**src/rtl/cfu_cmd_initiator.sv**
```systemverilog
// CPU-side initiator for the CFU command/response bus.
// Host commands are queued in a command FIFO; an FSM issues them one at a time
// to the CFU and queues returned words (when requested) in a response FIFO.
//
// Ports:
//   clk, reset_n                   clock, asynchronous active-low reset
//   cmd_in_*                       host command push side (valid/ready + fields)
//   rsp_out_*                      host response pop side (valid/ready + data)
//   cmd_valid/cmd_ready/cmd_payload_*   CFU command channel
//   rsp_valid/rsp_ready/rsp_payload_outputs_0  CFU response channel
//   busy                           FSM active or commands pending
//   timeout_err, clear_err         sticky response-timeout flag and its clear
module cfu_cmd_initiator #(
  parameter int unsigned CMD_DEPTH      = 8,
  parameter int unsigned RSP_DEPTH      = 8,
  parameter int unsigned TIMEOUT_CYCLES = 1024
) (
  input  logic        clk,
  input  logic        reset_n,
  input  logic        cmd_in_valid,
  output logic        cmd_in_ready,
  input  logic [6:0]  cmd_in_funct7,
  input  logic [2:0]  cmd_in_funct3,
  input  logic [31:0] cmd_in_op0,
  input  logic [31:0] cmd_in_op1,
  input  logic        cmd_in_want_rsp,
  output logic        rsp_out_valid,
  input  logic        rsp_out_ready,
  output logic [31:0] rsp_out_data,
  output logic        cmd_valid,
  input  logic        cmd_ready,
  output logic [9:0]  cmd_payload_function_id,
  output logic [31:0] cmd_payload_inputs_0,
  output logic [31:0] cmd_payload_inputs_1,
  input  logic        rsp_valid,
  output logic        rsp_ready,
  input  logic [31:0] rsp_payload_outputs_0,
  output logic        busy,
  output logic        timeout_err,
  input  logic        clear_err
);

  localparam int unsigned CAW = $clog2(CMD_DEPTH);
  localparam int unsigned RAW = $clog2(RSP_DEPTH);
  localparam int unsigned TW  = $clog2(TIMEOUT_CYCLES + 1);
  localparam logic [CAW:0]  CmdFull  = (CAW + 1)'(CMD_DEPTH);
  localparam logic [RAW:0]  RspFull  = (RAW + 1)'(RSP_DEPTH);
  localparam logic [TW-1:0] TimerMax = TW'(TIMEOUT_CYCLES - 1);

  typedef struct packed {
    logic [6:0]  funct7;
    logic [2:0]  funct3;
    logic [31:0] op0;
    logic [31:0] op1;
    logic        want_rsp;
  } cmd_t;

  typedef enum logic [1:0] {StIdle, StIssue, StWaitRsp} state_e;

  // Command FIFO
  cmd_t           cmd_mem_q [CMD_DEPTH];
  logic [CAW-1:0] cmd_wr_ptr_q, cmd_rd_ptr_q;
  logic [CAW:0]   cmd_count_q, cmd_count_d;
  logic           cmd_push, cmd_pop, cmd_empty;
  cmd_t           cmd_head, cmd_in;

  // Response FIFO
  logic [31:0]    rsp_mem_q [RSP_DEPTH];
  logic [RAW-1:0] rsp_wr_ptr_q, rsp_rd_ptr_q;
  logic [RAW:0]   rsp_count_q, rsp_count_d;
  logic           rsp_push, rsp_pop;

  // FSM and issue-stage registers
  state_e         state_q, state_d;
  logic [TW-1:0]  timer_q, timer_d;
  cmd_t           issue_q, issue_d;
  logic           cmd_valid_q, rsp_ready_q, busy_q, timeout_err_q;
  logic           timeout_set, rsp_hs;

  assign cmd_in       = '{funct7: cmd_in_funct7, funct3: cmd_in_funct3, op0: cmd_in_op0,
                          op1: cmd_in_op1, want_rsp: cmd_in_want_rsp};
  assign cmd_empty    = (cmd_count_q == '0);
  assign cmd_in_ready = (cmd_count_q != CmdFull);
  assign cmd_push     = cmd_in_valid & cmd_in_ready;
  assign cmd_head     = cmd_mem_q[cmd_rd_ptr_q];

  assign rsp_out_valid = (rsp_count_q != '0);
  assign rsp_out_data  = rsp_mem_q[rsp_rd_ptr_q];
  assign rsp_pop       = rsp_out_ready & rsp_out_valid;
  assign rsp_hs        = rsp_valid & rsp_ready_q;

  always_comb begin
    unique case ({cmd_push, cmd_pop})
      2'b10:   cmd_count_d = cmd_count_q + 1'b1;
      2'b01:   cmd_count_d = cmd_count_q - 1'b1;
      default: cmd_count_d = cmd_count_q;
    endcase
    unique case ({rsp_push, rsp_pop})
      2'b10:   rsp_count_d = rsp_count_q + 1'b1;
      2'b01:   rsp_count_d = rsp_count_q - 1'b1;
      default: rsp_count_d = rsp_count_q;
    endcase
  end

  always_comb begin
    state_d     = state_q;
    timer_d     = timer_q;
    issue_d     = issue_q;
    cmd_pop     = 1'b0;
    rsp_push    = 1'b0;
    timeout_set = 1'b0;
    unique case (state_q)
      StIdle: begin
        if (!cmd_empty) begin
          cmd_pop = 1'b1;
          issue_d = cmd_head;
          state_d = StIssue;
        end
      end
      StIssue: begin
        if (cmd_ready) begin
          timer_d = '0;
          state_d = StWaitRsp;
        end
      end
      StWaitRsp: begin
        if (rsp_hs) begin
          rsp_push = issue_q.want_rsp;
          state_d  = StIdle;
        end else if (timer_q == TimerMax) begin
          // Abandon the command; a late response is discarded from IDLE.
          timeout_set = 1'b1;
          state_d     = StIdle;
        end else begin
          timer_d = timer_q + 1'b1;
        end
      end
      default: state_d = StIdle;
    endcase
  end

  always_ff @(posedge clk or negedge reset_n) begin
    if (!reset_n) begin
      state_q       <= StIdle;
      timer_q       <= '0;
      issue_q       <= '0;
      cmd_valid_q   <= 1'b0;
      rsp_ready_q   <= 1'b0;
      busy_q        <= 1'b0;
      timeout_err_q <= 1'b0;
      cmd_wr_ptr_q  <= '0;
      cmd_rd_ptr_q  <= '0;
      cmd_count_q   <= '0;
      rsp_wr_ptr_q  <= '0;
      rsp_rd_ptr_q  <= '0;
      rsp_count_q   <= '0;
    end else begin
      state_q     <= state_d;
      timer_q     <= timer_d;
      issue_q     <= issue_d;
      cmd_valid_q <= (state_d == StIssue);
      // Back-pressure the CFU only when this command's word would have no slot.
      rsp_ready_q <= (state_d == StWaitRsp) ? !(issue_d.want_rsp && (rsp_count_d == RspFull))
                                            : 1'b1;
      busy_q        <= (state_d != StIdle) || (cmd_count_d != '0);
      timeout_err_q <= clear_err ? 1'b0 : (timeout_err_q | timeout_set);
      cmd_count_q   <= cmd_count_d;
      rsp_count_q   <= rsp_count_d;
      if (cmd_push) cmd_wr_ptr_q <= cmd_wr_ptr_q + 1'b1;
      if (cmd_pop)  cmd_rd_ptr_q <= cmd_rd_ptr_q + 1'b1;
      if (rsp_push) rsp_wr_ptr_q <= rsp_wr_ptr_q + 1'b1;
      if (rsp_pop)  rsp_rd_ptr_q <= rsp_rd_ptr_q + 1'b1;
    end
  end

  // Storage needs no reset: emptiness is tracked by the counters.
  always_ff @(posedge clk) begin
    if (cmd_push) cmd_mem_q[cmd_wr_ptr_q] <= cmd_in;
    if (rsp_push) rsp_mem_q[rsp_wr_ptr_q] <= rsp_payload_outputs_0;
  end

  assign cmd_valid               = cmd_valid_q;
  assign cmd_payload_function_id = {issue_q.funct7, issue_q.funct3};
  assign cmd_payload_inputs_0    = issue_q.op0;
  assign cmd_payload_inputs_1    = issue_q.op1;
  assign rsp_ready               = rsp_ready_q;
  assign busy                    = busy_q;
  assign timeout_err             = timeout_err_q;

endmodule
```
**config.mk**
```make
export PLATFORM = sky130hd
export DESIGN_NAME = cfu_cmd_initiator
export DESIGN_NICKNAME = d
export VERILOG_FILES = /design/src/rtl/cfu_cmd_initiator.sv
export SDC_FILE = /design/constraint.sdc
export NUM_CORES = 1
export LEC_CHECK = 0
export BUFFER_PORTS_ARGS = -buffer_cell sky130_fd_sc_hd__buf_2
export CAP_MARGIN = 20
export CELL_PAD_IN_SITES_DETAIL_PLACEMENT = 1
export CELL_PAD_IN_SITES_GLOBAL_PLACEMENT = 1
export CORE_MARGIN = 1
export CORE_UTILIZATION = 45
export CTS_BUF_LIST = sky130_fd_sc_hd__clkbuf_16
export DETAILED_ROUTE_END_ITERATION = 8
export PLACE_DENSITY_LB_ADDON = 0.05
export RECOVER_POWER = 50
export SYNTH_ARGS = -nofsm -noshare
export SYNTH_HDL_FRONTEND = slang
export SYNTH_SLANG_ARGS = --single-unit
```
**constraint.sdc**
```tcl
create_clock -name clk -period 11.9 [get_ports clk]
set_input_delay 0.595 -clock clk [delete_from_list [all_inputs] [get_ports clk]]
set_output_delay 0.595 -clock clk [all_outputs]
set_load 0.005 [all_outputs]
```
==> results_dict.tcl <==
set metrics [dict create \
    setup_ws_ns 6.526 \
    required_ns 10.68 \
    worst_pin_slew_ns 5.077 \
    place.gp.congestion 0.7262 \
    max_freq_mhz 186.1 \
    tns_ns 0 \
    clk_root_buffer_cell "clkbuf_16" \
    start_util_pct 45.76 \
    placed_area_um2 38990 \
    dp_hpwl_um 44520 \
    insertion_delay_ns 0.65 \
    crit_family "buffers and inverters" \
    rsz0062_at_grt "false" \
    fin_area_um2 41940 \
    critPathCaptureType "async pin" \
    drv_slew 74 \
    r2r_cells 5 \
    grt_pass1_vias 18580 \
    grt_pass1_wl_um 119900 \
    outcome "finished with violations" \
    maxCapViolations 1 \
    pin_count 226 \
    cpPeakStageDelay_ns 3.49 \
    cts_setup_buffers 0 \
    cts_sinks 968 \
    synth-warning-count 0 \
    slew_headroom_pct -238.5 \
    first_iter_violations 916 \
    drive_above_1_share_pct 25.29 \
    clock_path_buffers 3 \
    final_nets 2092 \
    grt_max_degree 74 \
    setup_viol 0 \
    async_flop_share_pct 11.57 \
    antenna_left 0 \
    powerDensity_nw_per_um2 240.9 \
    syn_inst 1755 \
    drc 0 \
    routedWlPerCell_um 25.88 \
    layout_worst_path_cycle_share_pct 45.16 \
    place_ws_ns 7.981 \
    cp_slowest_cell "clkbuf_1" \
    post_cts_resized 0 \
    synthFlopType "edfxtp_1" \
    io_buffers 225 \
    layout_common_cells "edfxtp_1, mux4_2, clkbuf_1" \
    failed_checks "max-capacitance violations, max-slew violations" \
    syn_nets 1880 \
    worstSetupStartpointType "input pin" \
    antenna_found_initial 14 \
    p_leak_nw 14.06 \
    grt-ovfl-total 0 \
    core_area_um2 80940 \
    rows 104 \
    die_area_um2 83460 \
    min_path_cells 2 \
    syn_area_per_cell_um2 21.10 \
    synth-edff-count 856 \
    routed_via_density 5.453 \
    path_max_fanout 73 \
    min_path_type "input pin to flip-flop" \
    numCtsBuffers 102 \
    layout_commonest_cell "edfxtp_1" \
    syn2layout_area_growth_pct 13.24 \
    layout_min_cycle_time_ns 5.374 \
    path_depth 1 \
    cp.arrival_ns 4.16 \
    die_w_um 288.9 \
    clk_pin_slew_ns 0.06 \
    hold_viol_final 0 \
    ys_ff_latch 968 \
    grt_usage_pct 19.64 \
    htreeDepth 3 \
    critical_path_class "input pin to async pin" \
    cp.buffers_inverters 1 \
    hold_buffers 0 \
    chipHeight_um 288.9 \
    synth_cell_type_count 44 \
    synth_area_um2 37040 \
    totalWireLength_um 80560 \
    vdd_drop_max_uv 169.9 \
    firstDrtPassIters 5 \
    power_mw 10.10 \
    path_cells "clkbuf_1" \
    vias 16970 \
    skew_ns 0.01750 \
    layoutNonFillerInstCount 3113 \
    cts_tree "done" \
    seq_area_frac_synth_pct 76.97 \
    placed_cells 2923 \
]
-- worst paths after layout --
check	start	slack (ns)	endpoint
worst min-delay path	clear_err	0.10	timeout_err$_DFF_PN0_
worst max-delay path	reset_n	6.53	rsp_rd_ptr_q[0]$_DFFE_PN0P_
max in group clk	rsp_rd_ptr_q[0]$_DFFE_PN0P_	8.04	rsp_out_data[29]
worst min register to register	cmd_payload_function_id[6]$_DFFE_PN0P_	0.48	cmd_payload_function_id[6]$_DFFE_PN0P_
min in group asynchronous	reset_n	1.79	cmd_payload_inputs_0[7]$_DFFE_PN0P_
worst max register to register	cmd_rd_ptr_q[0]$_DFFE_PN0P_	8.11	cmd_payload_inputs_0[10]$_DFFE_PN0P_
-- power by group --
part / leakage [nW] / total (mW) / switching, mW / internal, mW
clock: 1.68 / 2.98 / 1.27 / 1.72
sequential: 9.12 / 4.56 / 0.340 / 4.22
combinational: 3.26 / 2.56 / 1.34 / 1.22
-- cells in the mapped netlist, types with 10 or more instances --
| library cell | n | area [um^2] |
|---|---|---|
| buf_1 | 23 | 86.33 |
| buf_2 | 16 | 80.08 |
| buf_4 | 74 | 555.5 |
| clkbuf_1 | 41 | 153.9 |
| dfrtp_1 | 112 | 2803 |
| edfxtp_1 | 856 | 25700 |
| ha_1 | 10 | 125.1 |
| mux2_2 | 34 | 382.9 |
| mux2i_1 | 80 | 800.8 |
| mux4_2 | 214 | 4820 |
| nand2_1 | 104 | 390.4 |
| nor2_1 | 23 | 86.33 |
| nor3_1 | 10 | 50.05 |
| o21ai_0 | 61 | 305.3 |
| o21ai_1 | 19 | 95.09 |
| xnor2_1 | 17 | 148.9 |
-- final cells by class --
class | instances | area [um^2]
fill | 7230 | 39000
sequential | 968 | 28520
multi-input combinational | 623 | 7671
clock buffer | 105 | 2628
tap | 1060 | 1326
timing repair buffer | 263 | 1229
clock inverter | 84 | 526.8
inverter | 9 | 33.78
antenna | 1 | 2.502
-- cell families (layout without fill, tap and decap cells) --
kind of cell / Yosys count / count (layout) / share of synthesized area (%)
and+or+nand+nor: 174 / 174 / 2.192
AOI/OAI and AO/OA: 89 / 89 / 1.250
other: 0 / 1 / 0
DFF: 968 / 968 / 76.97
adders and majority gates: 11 / 11 / 0.3919
muxes: 329 / 329 / 16.24
buffers and inverters: 164 / 461 / 2.486
xor gates and xnor gates: 20 / 20 / 0.4729
-- per-stage QoR --
step	util, %	hold slack [ns]
3_3_place_gp	48.17	0.4567
2_1_floorplan	-	0.2994
5_1_grt	51.82	0.08956
6_report	51.82	0.1030
4_1_cts	52.07	0.04540
3_5_place_dp	48.17	0.4674
-- registers in the layout, indices dropped and copies added (netlist names), 4 cells and up --
signal                   count
cmd_payload_function_id     10
timer_q                     11
rsp_count_q                  4
cmd_mem_q                  600
rsp_mem_q                  256
cmd_payload_inputs_1        32
cmd_count_q                  4
cmd_payload_inputs_0        32
-- metal layers --
layer  vias up  part of all wire, %  global-route usage [%]
met5         -                 0.23                       0
met4        26                  1.8                   5.132
met3       132                  5.2                   4.339
met2       308                   51                   34.09
met1      9071                   41                   25.02
li1       7437                    -                       -
(Power assumes the default switching activity.)
